`src/rtl/stage_sequencer.sv`:
```
// Multi-cycle stage sequencer for the ARM datapath: issues one-cycle stage strobes,
// inserts MEMORY/WRITEBACK only when needed, and traps memory timeouts in a sticky ERROR.
//
// state     | meaning
// ----------+--------------------------------------------------------------
// IDLE      | halted at an instruction boundary, waiting for run
// FETCH     | if_go: load instruction-fetch register
// REGFETCH  | rf_go: load register-fetch register, latch decode flags
// EXECUTE   | ex_go: load execute register, latch cond_pass, pick path
// MEMORY    | mem_req held; dm_go when mem_ack; bounded by MEM_TIMEOUT
// WRITEBACK | reg_we: register-file write
// PCUPDATE  | pc_go (+branch_taken), retire instruction
// ERROR     | err sticky, all strobes low, left only by nreset
module stage_sequencer #(
  parameter int          MEM_TIMEOUT = 15,
  parameter logic [15:0] COUNT_INIT  = 16'h0000
) (
  input  logic        clk,
  input  logic        nreset,
  input  logic        run,
  input  logic        is_mem,
  input  logic        is_load,
  input  logic        is_branch,
  input  logic        cond_pass,
  input  logic        mem_ack,
  output logic        if_go,
  output logic        rf_go,
  output logic        ex_go,
  output logic        dm_go,
  output logic        pc_go,
  output logic        mem_req,
  output logic        reg_we,
  output logic        branch_taken,
  output logic [2:0]  state,
  output logic [15:0] instr_count,
  output logic        err
);

  typedef enum logic [2:0] {
    S_IDLE      = 3'd0,
    S_FETCH     = 3'd1,
    S_REGFETCH  = 3'd2,
    S_EXECUTE   = 3'd3,
    S_MEMORY    = 3'd4,
    S_WRITEBACK = 3'd5,
    S_PCUPDATE  = 3'd6,
    S_ERROR     = 3'd7
  } st_t;

  // Counter value seen in the last allowed no-ack MEMORY cycle.
  localparam logic [7:0] LP_WAIT_LAST = 8'(MEM_TIMEOUT - 1);

  st_t         r_state;
  logic        r_mem_l;
  logic        r_load_l;
  logic        r_br_l;
  logic        r_cp_l;
  logic [7:0]  r_wait_cnt;
  logic [15:0] r_instr_count;
  logic        r_if_go;
  logic        r_rf_go;
  logic        r_ex_go;
  logic        r_pc_go;
  logic        r_mem_req;
  logic        r_reg_we;
  logic        r_branch_taken;
  logic        r_err;

  st_t         w_next;
  logic        w_bt_next;

  always_comb begin
    w_next    = r_state;
    w_bt_next = r_br_l & r_cp_l;
    case (r_state)
      S_IDLE:      w_next = run ? S_FETCH : S_IDLE;
      S_FETCH:     w_next = S_REGFETCH;
      S_REGFETCH:  w_next = S_EXECUTE;
      S_EXECUTE: begin
        // cp_l is still being captured, so use the live condition result
        w_bt_next = r_br_l & cond_pass;
        if (!cond_pass)   w_next = S_PCUPDATE;
        else if (r_mem_l) w_next = S_MEMORY;
        else if (r_br_l)  w_next = S_PCUPDATE;
        else              w_next = S_WRITEBACK;
      end
      S_MEMORY: begin
        if (mem_ack)                         w_next = r_load_l ? S_WRITEBACK : S_PCUPDATE;
        else if (r_wait_cnt == LP_WAIT_LAST) w_next = S_ERROR;
        else                                 w_next = S_MEMORY;
      end
      S_WRITEBACK: w_next = S_PCUPDATE;
      S_PCUPDATE:  w_next = run ? S_FETCH : S_IDLE;
      S_ERROR:     w_next = S_ERROR;
      default:     w_next = S_IDLE;
    endcase
  end

  // Outputs are registered from the next-state decode so they are valid for the whole state.
  always_ff @(posedge clk or posedge nreset) begin
    if (nreset) begin
      r_state        <= S_IDLE;
      r_mem_l        <= 1'b0;
      r_load_l       <= 1'b0;
      r_br_l         <= 1'b0;
      r_cp_l         <= 1'b0;
      r_wait_cnt     <= 8'd0;
      r_instr_count  <= COUNT_INIT;
      r_if_go        <= 1'b0;
      r_rf_go        <= 1'b0;
      r_ex_go        <= 1'b0;
      r_pc_go        <= 1'b0;
      r_mem_req      <= 1'b0;
      r_reg_we       <= 1'b0;
      r_branch_taken <= 1'b0;
      r_err          <= 1'b0;
    end else begin
      r_state <= w_next;
      if (r_state == S_REGFETCH) begin
        r_mem_l  <= is_mem;
        r_load_l <= is_load;
        r_br_l   <= is_branch;
      end
      if (r_state == S_EXECUTE) r_cp_l <= cond_pass;
      if (w_next == S_MEMORY && r_state != S_MEMORY) r_wait_cnt <= 8'd0;
      else if (r_state == S_MEMORY && !mem_ack)      r_wait_cnt <= r_wait_cnt + 8'd1;
      if (r_state == S_PCUPDATE) r_instr_count <= r_instr_count + 16'd1;
      r_if_go        <= (w_next == S_FETCH);
      r_rf_go        <= (w_next == S_REGFETCH);
      r_ex_go        <= (w_next == S_EXECUTE);
      r_pc_go        <= (w_next == S_PCUPDATE);
      r_mem_req      <= (w_next == S_MEMORY);
      r_reg_we       <= (w_next == S_WRITEBACK);
      r_branch_taken <= (w_next == S_PCUPDATE) & w_bt_next;
      r_err          <= (w_next == S_ERROR);
    end
  end

  assign if_go        = r_if_go;
  assign rf_go        = r_rf_go;
  assign ex_go        = r_ex_go;
  assign dm_go        = (r_state == S_MEMORY) & mem_ack;
  assign pc_go        = r_pc_go;
  assign mem_req      = r_mem_req;
  assign reg_we       = r_reg_we;
  assign branch_taken = r_branch_taken;
  assign state        = r_state;
  assign instr_count  = r_instr_count;
  assign err          = r_err;

endmodule

```
`config.mk`:
```
export PLATFORM = sky130hd
export DESIGN_NAME = stage_sequencer
export DESIGN_NICKNAME = d
export VERILOG_FILES = /design/src/rtl/stage_sequencer.sv
export SDC_FILE = /design/constraint.sdc
export NUM_CORES = 1
export LEC_CHECK = 0
export CELL_PAD_IN_SITES_DETAIL_PLACEMENT = 1
export CELL_PAD_IN_SITES_GLOBAL_PLACEMENT = 1
export CORE_MARGIN = 4
export CORE_UTILIZATION = 45
export CTS_BUF_LIST = sky130_fd_sc_hd__clkbuf_4
export DETAILED_ROUTE_END_ITERATION = 10
export PLACE_DENSITY_LB_ADDON = 0.2
export SLEW_MARGIN = 20
export SYNTH_ARGS = -nofsm -noshare
export SYNTH_HDL_FRONTEND = slang
export SYNTH_SLANG_ARGS = --single-unit
```
`constraint.sdc`:
```
create_clock -name clk -period 2.9 [get_ports clk]
set_input_delay 0.58 -clock clk [delete_from_list [all_inputs] [get_ports clk]]
set_output_delay 0.58 -clock clk [all_outputs]
set_load 0.1 [all_outputs]
```
# Yosys cells after proc, flatten, opt, wreduce, memory -nomap -nowiden
# Cells that the tools add are included.
dict set report word_totals {
  n_memories 0
  register_bits 39
  rom_bits 0
  out_inout_bits 28
  latch_bits 0
  word_cells 54
  ram_bits 0
  in_bits 8
}
dict set report classes {
  n_bitwise 4
  multipliers 0
  n_mux 11
  add_sub_neg 2
  reduce_logical 6
  div 0
  shift 0
  eq_ne 16
  order_cmp 0
}
# op n
set ops {}
lappend ops {{3-bit equality test (second input constant)} 8}
lappend ops {{3-bit one-hot mux with 7 select lines} 1}
lappend ops {{16-bit by 1-bit adder with 16-bit output (second input constant)} 1}
lappend ops {{8-bit 2-to-1 mux} 2}
lappend ops {{3-bit by 2-bit equality test with 1-bit output (second input constant)} 4}
lappend ops {{2-bit 2-to-1 mux} 6}
lappend ops {{8-bit by 1-bit adder with 8-bit output (second input constant)} 1}
lappend ops {{8-bit by 4-bit equality test with 1-bit output (second input constant)} 1}
lappend ops {{3-bit by 1-bit equality test with 1-bit output (second input constant)} 2}
lappend ops {{1-bit bitwise AND} 4}
lappend ops {{3-bit logical NOT} 1}
lappend ops {{3-bit != test (second input constant)} 1}
lappend ops {{1-bit logical AND} 2}
lappend ops {{1-bit 2-to-1 mux} 2}
lappend ops {{2-bit nonzero test} 1}
lappend ops {{2-bit OR reduction} 1}
lappend ops {{1-bit logical NOT} 1}

# Logic depth before layout (Yosys ltp)
# Gate-level depths: netlist of the first run.
dict set report logic_depth {
  ltp_word 7
  ltp_mapped 6
  mapped_depth_nobuf 6
}

# Worst setup path before layout of the first run
# Ideal clock, no wire load.
dict set report synth_timing {
  kind {reg-to-output}
  startpoint {reg r_state[2], in the netlist state[2]}
  endpoint {out dm_go}
  path_buffers 0
  t_arrival_ns 2.691
  path_stages_with_launch 4
  required_ns 2.320
  slack_ns -0.371
  path_cell_list {dfrtp_1 -> and2b_1 -> nand2b_1 -> nor2_1}
}
dict set report synth_via {
  elab_chain_cells 2
}
# element line
set synth_lines {}
lappend synth_lines {{from (decl)} 53} ;# st_t r_state;
lappend synth_lines {{from (signal assigned)} 118} ;# r_state <= w_next;
lappend synth_lines {{3-bit equality test} 142} ;# assign dm_go = (r_state == S_MEMORY) & mem_ack;
lappend synth_lines {{1-bit bitwise AND} 142}
lappend synth_lines {{to (decl)} 29} ;# output logic dm_go,
# No other way between the ends.

# Final worst setup path of the first run
dict set report layout_timing {
  startpoint {reg r_state[1], in the netlist state[1]}
  endpoint {out dm_go}
}
# Same word-level chain as after synthesis.

==> metrics, run 1 <==
status=finished clean; Pre-antenna DRT Iters=4; chip width=71.6 um; post-synth cell types=38; CP peak stage delay=580 ps; register area=about 1000 um^2; post-synth net total=168; initial antenna violation count=0; clk_skew=10.2 ps; Max VDD drop=around 0.9 mV; commonest non-fill, non-tap cells in the layout=39 x dfrtp_1, 29 x buf_4, 15 x nor2_1; CTS hold repair buffers=0; TritonCTS clock tree=yes; Crit path max-delay family=simple AND/OR/NAND/NOR gates; clk_lat worst skew=350 ps; vias per cell=5.22; clock sinks=39; pin count of the biggest net entering global routing=40; WL/cell=16.1 um; Worst setup SP type=flop; Nets=210; worst-path fanout max=10; # IOs=36; Slew HR=58.4%; top cells by area, synth=dfrtp_1 54%, xnor2_1 6.3%, xor2_1 3.9%; Ys Warns=0; Worst-path clk slew=110 ps; All-Layer GR Usage=17.8%; Bufs and invs on worst path=1; final core occ=59.1%; Final Wtd Congestion=0.796; setup bufs post-CTS=0; crit path capture type=primary output; Power Dens Cells=1110 nW/um^2; top_reg_cell synth=dfrtp_1; Synth async-reset ratio=100%; Chip Height=between 70 and 80 um; Initial Util=about half; H-Tree Depth=2; Cell Area, Synth=between 1500 and 2000 um^2; Worst EP required=around 2300 ps; clock buffer count from CTS=5; Synth Register Bits=39; Post-CTS Resized=0; Hold Violations, Final=0; Tmin final=2370 ps; Seq/Total Area, Yosys=53.7%; unrepaired setup endpoints after global routing=no; Die Footprint=around 5100 um^2; Final period util=81.9%; gr ovfl total=0; top cell type's share of synthesized area=53.7%; slowest CP cell=dfrtp_1; Hold Crit Class=flop to flop; Total Wirelength=between 4000 and 5000 um; leakage=1.07 nW; final setup fails=0; Cell Rows=22; Largest register FFs=16; layout cells sized above 1=26.0%; max-capacitance violation count=0; Pins Over Slew Limit=0; first-pass GRT wire length=7090 um; stages on the worst setup path=4; Post-DP HPWL=slightly above 3000 um; # fillers=399; Via Count=between 1,000 and 1,500; Max clock buf depth=2; number of global-route vias before repair=about 1,500; Syn Inst Count=157; number of routed nets with antenna violations=0; post-route setup TNS=0 ps; synthesized area per cell=11.6 um^2; Antenna diodes=0; most common cell after layout, fill and taps aside=dfrtp_1; first-iteration detailed-routing DRC count=52; total core area=3770 um^2; IO buf count=35; Multi-input gate area=800 um^2; Setup CP Type=flop to primary output; fmax=0.421 GHz; area leader, netlist=dfrtp_1; area grow syn2layout=22.5%; CP arrival=1790 ps; Least-Margin Pin Slew=620 ps; crit-path cells=and2b_1, nand2b_1, nor2_2, buf_12; # DRC=0; number of synthesized flops with an enable pin=0; Hold Crit Depth=1; CTS Root Cell=clkbuf_4; worst r2r path cells=3
-- logic make-up after synthesis --
group / Yosys count / share of synthesized area (%)
AOI/OAI and AO/OA: 11 / 5.02
xor gates and xnor gates: 21 / 10.1
adders and majority gates: 3 / 2.06
buffers and inverters: 9 / 2.48
DFF: 39 / 53.7
muxes: 3 / 1.86
and+or+nand+nor: 71 / 24.8
-- per-stage QoR --
| step | instances | instance area (um^2) | setup WS, ps | hold WS (ps) | total power [mW] |
|---|---|---|---|---|---|
| finish | 248 | 2230 | 525 | 494 | 2.46 |
| global route | 248 | 2230 | 400 | 527 | 2.61 |
| CTS | 248 | 2230 | 482 | 501 | 2.49 |
| detailed placement | 240 | 2170 | 701 | 480 | 2.20 |
| global placement | 240 | 2170 | 706 | 461 | 2.16 |
| floorplan | 157 | 1820 | 85.6 | 471 | 1.91 |
-- layout make-up --
class | count | share of cell area (%)
Clock buffer | 6 | 2.02
Clock inverter | 2 | 0.562
Multi-Input combinational cell | 109 | 35.9
Tap cell | 48 | 2.70
Inverter | 7 | 1.18
Sequential cell | 39 | 43.8
Timing Repair Buffer | 37 | 13.8
-- path summary, 6_finish.rpt --
kind                                        startpoint                           to  slack, ps
setup / recovery                    state[1]$_DFF_PP0_                        dm_go        530
hold / removal             instr_count[15]$_DFFE_PP0N_  instr_count[15]$_DFFE_PP0N_        490
setup reg to reg                    state[1]$_DFF_PP0_         r_load_l$_DFFE_PP0P_        990
hold reg to reg            instr_count[15]$_DFFE_PP0N_  instr_count[15]$_DFFE_PP0N_        490
max in group asynchronous                       nreset         r_load_l$_DFFE_PP0P_       1910
min in group asynchronous                       nreset   instr_count[8]$_DFFE_PP0N_        640
-- report_power, final --
part | switching [mW] | internal (mW) | total [mW]
Combinational | 0.964 | 0.351 | 1.32
Sequential | 0.180 | 0.682 | 0.862
Clock | 0.182 | 0.103 | 0.285
-- metal layers --
| layer | vias up | wire length [um] | share of wire [%] | track usage (%) |
|---|---|---|---|---|
| met5 | - | 0 | 0 | 0 |
| met4 | 0 | 81 | 2.0 | 7.52 |
| met3 | 8 | 228 | 5.7 | 4.77 |
| met2 | 30 | 2070 | 52 | 30.9 |
| met1 | 636 | 1620 | 40 | 20.7 |
| li1 | 620 | - | - | - |
-- synthesized netlist by cell type, types with 2 or more instances --
library cell / instances
nor4b_1: 2
nor3b_1: 3
ha_1: 3
a21oi_1: 2
mux2_2: 3
inv_1: 7
dfrtp_1: 39
xnor2_1: 13
nand4_1: 5
o21ai_0: 2
and3_1: 4
and2b_1: 3
nor3_1: 2
nand3_1: 9
nand2b_1: 3
nor2_1: 16
xor2_1: 8
nand2_1: 13
Note: power is estimated with default switching activity, not from simulation.
==> run 2, diff against run 1 <==
--- a/config.mk
+++ b/config.mk
@@ -8,7 +8,7 @@
 export CELL_PAD_IN_SITES_DETAIL_PLACEMENT = 1
 export CELL_PAD_IN_SITES_GLOBAL_PLACEMENT = 1
 export CORE_MARGIN = 4
-export CORE_UTILIZATION = 45
+export CORE_UTILIZATION = 38
 export CTS_BUF_LIST = sky130_fd_sc_hd__clkbuf_4
 export DETAILED_ROUTE_END_ITERATION = 10
 export PLACE_DENSITY_LB_ADDON = 0.2
==> constraint.sdc (replaced) <==
create_clock -name clk -period 2.17 [get_ports clk]
set_input_delay 0.434 -clock clk [delete_from_list [all_inputs] [get_ports clk]]
set_output_delay 0.434 -clock clk [all_outputs]
set_load 0.1 [all_outputs]
==> run 2 against run 1 <==
Compared with the run above: worst hold slack lost 6.5 ps; sequential power is 33% higher; clock-buffer cell count increased by 1; via count increased by 3.6%; die area rose by 16%; clock power rose by 36%; critical endpoint unchanged.
==> metrics, run 2 (synthesis gave the netlist of run 1 again) <==
number of global-route vias before repair=1,375 (-6.0%); crit path capture type=primary output; unrepaired setup endpoints after global routing=no; Final Wtd Congestion=0.799 (+0.36%); Post-CTS Resized=0 (unchanged); Worst EP required=1740 ps (-580 ps); Internal=1.59 mW (+40%); switching part of the total=52.9% (-0.98 points); number of routed nets with antenna violations=0 (unchanged); total core area=4500 um^2 (+19%); clk_skew=9.56 ps (-0.618 ps); max-capacitance violation count=0 (unchanged); Max VDD drop=1.14 mV (+26%); Post-DP HPWL=2970 um (-2.8%); NetSw=1.79 mW (+35%); Setup CP Type=flop to primary output; # DRC=0 (unchanged); chip width=77.2 um (+7.8%); Initial Util=40.4% (-7.8 points); Crit path max-delay family=simple AND/OR/NAND/NOR gates; Seq pwr share=34.0% (-1.0 points); Nets=215 (+2.4%); post-route setup TNS=0 ps (unchanged); CTS hold repair buffers=0 (unchanged); vias per cell=5.21 (about the same); Tmin final=2050 ps; Total Wirelength=4000 um (about the same); layout cells sized above 1=29.3% (+3.3 points); fin cells=257 (+3.6%); Gate power share=54.5% (+1.1 points); Max clock buf depth=2 (unchanged); Hold Violations, Final=0 (unchanged); slowest CP cell=dfrtp_2; Final period util=94.3%; commonest non-fill, non-tap cells in the layout=36 x dfrtp_1, 34 x buf_4, 15 x nor2_1; clock sinks=39 (unchanged); # fillers=499 (+25%); area grow syn2layout=25.3%; CP arrival=1610 ps (-180 ps); Hold Crit Class=flop to flop; first-iteration detailed-routing DRC count=46 (-12%); TritonCTS clock tree=yes; status=finished clean; Largest register FFs=16 (unchanged); final setup fails=0 (unchanged); placed instance count=245 (+2.1%); Die Footprint=5950 um^2 (+16%); Multi-input gate area=805 um^2 (+0.63%); Chip Height=77.2 um (+7.8%); clk_lat worst skew=350 ps (about the same); Pre-antenna DRT Iters=4 (unchanged); fmax=0.488 GHz; Via Count=1,340 (+3.6%); leakage=1.10 nW (+2.3%); All-Layer GR Usage=14.5% (-3.3 points); clock buffer count from CTS=5 (unchanged); CTS Root Cell=clkbuf_4; IO buf count=35 (unchanged); H-Tree Depth=2 (unchanged); Antenna diodes=0 (unchanged); initial antenna violation count=0 (unchanged); gr ovfl total=0 (unchanged); CP peak stage delay=480 ps (-100 ps); Slew HR=64.0% (+5.6 points); Power Dens Cells=1480 nW/um^2 (+34%); most common cell after layout, fill and taps aside=dfrtp_1; # IOs=36 (unchanged); r2r setup slk=260 ps (-730 ps); first-pass GRT wire length=6770 um (-4.5%); Worst setup SP type=flop; Cell Rows=24 (+9.1%); pin count of the biggest net entering global routing=40 (unchanged); WL/cell=15.6 um (-3.6%); register area=980 um^2 (+0.38%); Bufs and invs on worst path=1 (unchanged); worst-path fanout max=9 (-1); crit-path cells=and2b_1, nand2b_1, nor2_4, buf_12; Least-Margin Pin Slew=533 ps (-87.3 ps); Pins Over Slew Limit=0 (unchanged); Worst-path clk slew=110 ps (about the same); clock share of power=11.5% (about the same)
## run 2: worst register-to-register path: cells and delay by family (launching register included)
| family | cells | cell delay [ps] |
|---|---|---|
| simple gates | 2 | 700 |
| compound gates | 2 | 450 |
| flops | 1 | 430 |
| fa+ha+maj | 1 | 140 |
| buf+inv | 1 | 70 |
## run 2: path summary, 6_finish.rpt
path | start | to | cells past startpoint
worst min register to register | instr_count[15]$_DFFE_PP0N_ | instr_count[15]$_DFFE_PP0N_ | 1
worst max-delay path | state[1]$_DFF_PP0_ | dm_go | 4
worst min-delay path | instr_count[15]$_DFFE_PP0N_ | instr_count[15]$_DFFE_PP0N_ | 1
worst max register to register | r_wait_cnt[0]$_DFFE_PP0P_ | branch_taken$_DFF_PP0_ | 6
max in group asynchronous | nreset | state[1]$_DFF_PP0_ | 3
min in group asynchronous | nreset | instr_count[6]$_DFFE_PP0N_ | 3
## run 2: per-stage QoR
step	cell area (um^2)	setup WS [ps]	hold slack [ps]	power [mW]	util, %
after floorplan	1830	11.9	471	2.55	-
after global placement	2190	190	462	2.92	48.6
after detailed placement	2190	137	474	2.96	48.6
after CTS	2250	30.2	490	3.36	49.9
after global routing	2280	8.38	527	3.56	50.6
final	2280	123	487	3.38	50.6
## run 2: cell type report
class	instances	share of cell area [%]
clock buffer	7	2.31
clock inverter	1	0.220
inverter	7	1.15
multi-input combinational	109	35.3
sequential	39	43.0
tap	52	2.86
timing repair buffer	42	15.2
## run 2: power groups by stage
stage                     registers (mW)  clock network [mW]  logic [mW]
after CTS                           1.17               0.405        1.79
after global placement              1.17                   0        1.75
after floorplan                     1.94                   0       0.616
final                               1.15               0.389        1.84
after global routing                1.19               0.430        1.94
after detailed placement            1.18                   0        1.78
## run 2: routing by layer
metal / track usage, % / vias to the layer above / share of wire (%)
li1: - / 630 / -
met1: 17.8 / 671 / 44
met2: 23.7 / 31 / 49
met3: 4.22 / 8 / 5.1
met4: 5.87 / 0 / 1.5
met5: 0 / - / 0
## run 2: timing repair
action / in CTS / in global routing
endpoints found under the setup margin: 0 / 1
setup buffers: 0 / 4
hold endpoints to repair: 0 / 0
==> run 3, diff against run 2 <==
==> constraint.sdc (replaced) <==
create_clock -name clk -period 2.17 [get_ports clk]
set_input_delay 0.651 -clock clk [delete_from_list [all_inputs] [get_ports clk]]
set_output_delay 0.651 -clock clk [all_outputs]
set_load 0.1 [all_outputs]
==> run 3 against run 2 <==
Compared with the run above: critical path depth is the same; final cell count increased by 2.3%; routed wire length rose by 3.7%; register-to-register slack better by 30 ps; critical path type unchanged; clock skew increased by 2.4 ps; clock power is 3% lower; non-clock buffer count up 6; combinational power rose by 15%; setup slack worse by 45 ps.
==> metrics, run 3 (synthesis gave the netlist of run 1 again) <==
number of global-route vias before repair=1,447 (+5.2%); Power Dens Cells=1390 nW/um^2 (-6.1%); CP arrival=1440 ps (-170 ps); CTS hold repair buffers=0 (unchanged); stages on the worst setup path=4 (unchanged); crit-path cells=and2b_2, nand2b_4, nor2_4, buf_12; layout cells sized above 1=32.7% (+3.4 points); Hold Violations, Final=0 (unchanged); commonest non-fill, non-tap cells in the layout=36 x dfrtp_1, 22 x buf_12, 19 x buf_4; Worst-path clk slew=110 ps (about the same); placed instance count=253 (+3.3%); All-Layer GR Usage=15.4% (+0.92 points); r2r startpoint=r_wait_cnt[0]$_DFFE_PP0P_; final setup fails=0 (unchanged); slowest CP cell=dfrtp_4; Initial Util=40.4% (unchanged); Metal-1 WL=1780 um (+0.11%); CTS Root Cell=clkbuf_4; clk_skew=11.9 ps (+2.36 ps); total core area=4500 um^2 (unchanged); Bufs and invs on worst path=1 (unchanged); Worst EP required=1520 ps (-220 ps); crit path capture type=primary output; fmax=0.478 GHz (-2.1%); Setup CP Type=flop to primary output; first-pass GRT wire length=7230 um (+6.8%); clock share of power=10.5% (-1.0 points); leakage=1.20 nW (+9.7%); setup ws final=77.9 ps (-44.9 ps); top layer in use=met4; Least-Margin Pin Slew=597 ps (+64.6 ps); worst slack at placement=-13.1 ps (-150 ps); Crit path max-delay family=flip-flops; status=finished clean; number of routed nets with antenna violations=0 (unchanged); Die Footprint=5950 um^2 (unchanged); Pins Over Slew Limit=0 (unchanged); worst r2r path cells=6 (unchanged); IO buf count=35 (unchanged); chip width=77.2 um (unchanged); clock sinks=39 (unchanged); Total Power=3.62 mW (+7.0%); Post-DP HPWL=3340 um (+12%); Pre-antenna DRT Iters=4 (unchanged); TritonCTS clock tree=yes; CP endpoint=dm_go; Tmin final=2090 ps (+44.9 ps); # DRC=0 (unchanged); met3 WL=238 um (+17%); CP peak stage delay=480 ps (about the same); Max clock buf depth=2 (unchanged); vias per cell=5.10 (-2.1%); r2r setup slk=290 ps (+30 ps); Slew HR=60.1% (-3.8 points); Final Wtd Congestion=0.820 (+2.6%); NetSw=1.82 mW (+1.8%); Final period util=96.4% (+2.1 points); Seq pwr share=31.4% (-2.6 points); unrepaired setup endpoints after global routing=yes; Gate power share=58.2% (+3.7 points); max-capacitance violation count=0 (unchanged); r2r endpoint=branch_taken$_DFF_PP0_; Largest register FFs=16 (unchanged); Internal=1.80 mW (+13%); post-route design area=2600 um^2 (+14%); area grow syn2layout=42.8%; # IOs=36 (unchanged); gr ovfl total=0 (unchanged); first-iteration detailed-routing DRC count=76 (+65%); Max VDD drop=1.05 mV (-7.3%); WL/cell=15.8 um (+1.3%); clock buffer count from CTS=5 (unchanged); H-Tree Depth=2 (unchanged); pin count of the biggest net entering global routing=15 (-63%); clk_lat worst skew=340 ps (about the same); Cell Rows=24 (unchanged); Total Wirelength=4150 um (+3.7%); DP Area=2520 um^2 (+15%); most common cell after layout, fill and taps aside=dfrtp_1; Nets=221 (+2.8%); Hold Crit Class=flop to flop; Chip Height=77.2 um (unchanged); initial antenna violation count=0 (unchanged); switching part of the total=50.3% (-2.6 points); Worst setup SP type=flop; # fillers=482 (-3.4%); Via Count=1,342 (+0.15%); fin cells=263 (+2.3%); routed wl met2=2060 um (+5.2%); Antenna diodes=0 (unchanged); CP startpoint=state[1]$_DFF_PP0_; worst-path fanout max=3 (-6)
-- run 3: changes by cell type in the layout (fill, tap and decap cells not counted), sizes merged --
cell           previous run  this run
dlygate4sd2               0         1
buf                      35        41
clkdlybuf4s50             7         6
-- run 3: how the worst min path moves through the flow --
stage                                            from                     endpoint  slack, ps  depth (start not counted)
after global placement    instr_count[15]$_DFFE_PP0N_  instr_count[15]$_DFFE_PP0N_        520                          1
after floorplan                    r_cp_l$_DFFE_PP0P_           r_cp_l$_DFFE_PP0P_        470                          2
final                     instr_count[15]$_DFFE_PP0N_  instr_count[15]$_DFFE_PP0N_        550                          1
after CTS                 instr_count[15]$_DFFE_PP0N_  instr_count[15]$_DFFE_PP0N_        560                          1
after global routing      instr_count[15]$_DFFE_PP0N_  instr_count[15]$_DFFE_PP0N_        560                          1
after detailed placement  instr_count[15]$_DFFE_PP0N_  instr_count[15]$_DFFE_PP0N_        530                          1
-- run 3: layer usage --
metal  vias up  global-route usage, %
met5         -                      0
met4         0                   5.34
met3         8                   5.15
met2        38                   25.3
met1       654                   18.8
li1        642                      -
-- run 3: worst reg2reg max path, cell delays in order (launching register included) --
cell	delay [ps]
dfrtp_1	430
inv_1	70
ha_1	130
nor4b_1	460
a22oi_1	170
o211ai_2	290
and4b_1	240
-- run 3: power by group through the flow --
stage | clock [mW] | combinational, mW | sequential, mW
2_1_floorplan | 0 | 0.637 | 1.95
3_3_place_gp | 0 | 2.03 | 1.17
3_5_place_dp | 0 | 2.07 | 1.18
4_1_cts | 0.398 | 2.12 | 1.14
5_1_grt | 0.438 | 2.21 | 1.17
6_report | 0.378 | 2.11 | 1.14
-- run 3: through the flow --
stage                     util [%]  hold WS (ps)  TNS (ps)
after floorplan                  -           471      -105
after global placement        56.1           519     -11.8
after detailed placement      56.1           534     -13.1
after CTS                     57.5           555         0
after global routing          57.6           561     -2.40
final                         57.6           552         0
-- run 3: what timing repair did --
| action | in CTS | in global routing |
|---|---|---|
| cloned | 0 | 0 |
| buffers inserted | 1 | 1 |
| resized for setup | 2 | 0 |
| setup endpoints to repair | 1 | 1 |
| pin swaps | 0 | 1 |
| hold endpoints to repair | 0 | 0 |
-- run 3: final cells by class --
class	instances	area [um^2]	share of cell area, %
flip-flops and latches	39	982	37.8
multi-input cells	109	813	31.3
repair buffers	48	652	25.1
well taps	52	65.1	2.51
clock buffers	7	52.6	2.02
inverters	7	26.3	1.01
clock inverters	1	5.00	0.193
==> RTL edit: new RTL, flow settings as in run 3 <==
Put one more register stage on the output `instr_count`. The value now appears one clock later. The other outputs are not delayed to match.
--- a/src/rtl/stage_sequencer.sv
+++ b/src/rtl/stage_sequencer.sv
@@ -147,3 +147,5 @@
   assign state        = r_state;
-  assign instr_count  = r_instr_count;
+  always_ff @(posedge clk) begin
+    instr_count <= r_instr_count;
+  end
   assign err          = r_err;
Formal check against the unedited RTL: not equivalent (a bounded check fails within 10 cycles, from zero or initial values and one cycle with nreset high).
==> RTL edit against run 3 <==
Critical path depth unchanged. Clock skew increased by 5.4 ps. Sequential cell count increased by 16. Total power increased by 8.9%. Final cell count increased by 8.7%. Combinational power decreased by 3%. Synthesized cell count increased by 7.0%. Synthesized area increased by 17%. Setup slack improved by 12 ps. Hold slack got worse by 130 ps. Largest cell class unchanged. Via count increased by 5.1%. Wire length increased by 8.0%. Maximum frequency increased by 0.56%. Final area increased by 2.6%.
==> RTL edit: results (changes against run 3) <==
metric	value	unit	change
status	finished, final reports clean		
grt_pass1_vias	1508		+4.2%
crit_fanout	3		unchanged
gp_congestion	0.7632		-6.9%
grt.total_usage	0.1508		-0.003191
avgRoutedWirePerCell	15.66	um	-0.73%
reg_top3	instr_count x16, r_instr_count x16, r_wait_cnt x8		
ctsLongestPathBuffers	2		unchanged
vias	1411		+5.1%
drive_gt1_frac	0.3009		-0.02609
dp.cells	275		+8.7%
drt_iter0_drc	66		-13%
vdd_drop_max	1493	uV	+42%
htreeDepth	2		unchanged
met1_length	1.997	mm	+12%
finalNonFillerCells	286		+8.7%
relSlewSlack	0.7075		+0.1061
wl_met3	204	um	-14%
antenna_found_initial	0		unchanged
met2_wirelength	2.210	mm	+7.4%
worstSkewPairLatency	390	ps	+50 ps
dpl_cell_area	2569	um2	+1.7%
dp_hpwl	3.317	mm	-0.63%
nets	226		+2.3%
synth_commonest_cells	dfrtp_1, dfxtp_1, xnor2_1		
synth_nets	179		+6.5%
port_buffers	35		unchanged
clkSlewWorstSetupHoldPaths	170	ps	+60 ps
syn_inst	168		+7.0%
p_leak	1.262	nW	+4.9%
grt_pass1_wl	7.541	mm	+4.3%
slowest_stage	dfrtp_4		
fillers	577		+20%
critPathMaxStageDelay	440	ps	-40 ps
fin_skew	17.28	ps	+5.357 ps
grt_max_degree	26		+11
hold_class	flip-flop to flip-flop		
yosysSeqAreaShare	0.6112		+0.07439
synth.area.top_cells	dfrtp_1, dfxtp_1, xnor2_1		
fin_area	2663	um2	+2.6%
synthArstFlopShare	0.7091		-0.2909
arrival	1430	ps	
cts_made_buffers	5		unchanged
diodes	0		unchanged
routed.top_layer	met4		
synth.distinct_cells	38		unchanged
drt_first_pass_iters	4		unchanged
cts.root.buffer_cell	clkbuf_4		
yosysWarnings	0		unchanged
RTL edit: cell types whose count changed in the layout (fill, tap and decap cells not counted), moves of 3 or more:
cell	delta
buf_12	-18
nand2_1	-6
dfxtp_1	+16
buf_4	+14
nor2_1	-6
nor3b_1	-3
nor2b_1	+3
RTL edit: final timing paths:
| check | cells after the start | from | endpoint | slack (ps) |
|---|---|---|---|---|
| max in group asynchronous | 3 | nreset | state[0] | 1270 |
| max reg2reg | 5 | state[0] | r_instr_count[8] | 330 |
| min | 0 | r_instr_count[15] | instr_count[15] | 420 |
| min in group asynchronous | 3 | nreset | r_instr_count[13] | 560 |
| min reg2reg | 0 | r_instr_count[15] | instr_count[15] | 420 |
| max | 4 | state[2] | dm_go | 90 |
RTL edit: kinds of logic after synthesis:
logic type / count (synthesis) / synth area share
xor+xnor: 21 / 0.08673
mux: 5 / 0.02655
compound gates: 9 / 0.03304
simple gates: 63 / 0.1912
buf+inv: 12 / 0.03363
fa+ha+maj: 3 / 0.01770
flops: 55 / 0.6112
RTL edit: layout make-up:
type,instances,share of cell area
multi-input combinational,101,0.2914
tap,70,0.03289
clock inverter,3,0.009868
clock buffer,5,0.01410
inverter,8,0.01128
sequential,55,0.4901
timing repair buffer,44,0.1504
RTL edit: metal layers:
metal  vias up  global-route usage
li1        664                   -
met1       710              0.1843
met2        32              0.2508
met3         5             0.04447
met4         0             0.05719
met5         -                   0
RTL edit: worst max-delay path: cells and delay by family (launching register included):
kind                   cells  cell delay [ps]
and+or+nand+nor            3              420
DFF                        1              440
buffers and inverters      1              180
RTL edit: where the power goes:
| group | switching (mW) | internal, mW |
|---|---|---|
| combinational | 1.44 | 0.601 |
| sequential | 0.158 | 1.26 |
| clock | 0.340 | 0.138 |
RTL edit: through the flow:
stage / TNS (ps) / worst slack (ps)
after floorplan: 0 / 51.39
after global placement: 0 / 2.439
after detailed placement: -25.97 / -17.34
after CTS: 0 / 3.923
after global routing: 0 / 9.707
final: 0 / 89.64
RTL edit: repair_timing:
item	in CTS	in global routing
endpoints found under the hold margin	0	0
setup buffers	3	0
pin swaps	0	0
gates resized for setup	2	1
endpoints found under the setup margin	1	1
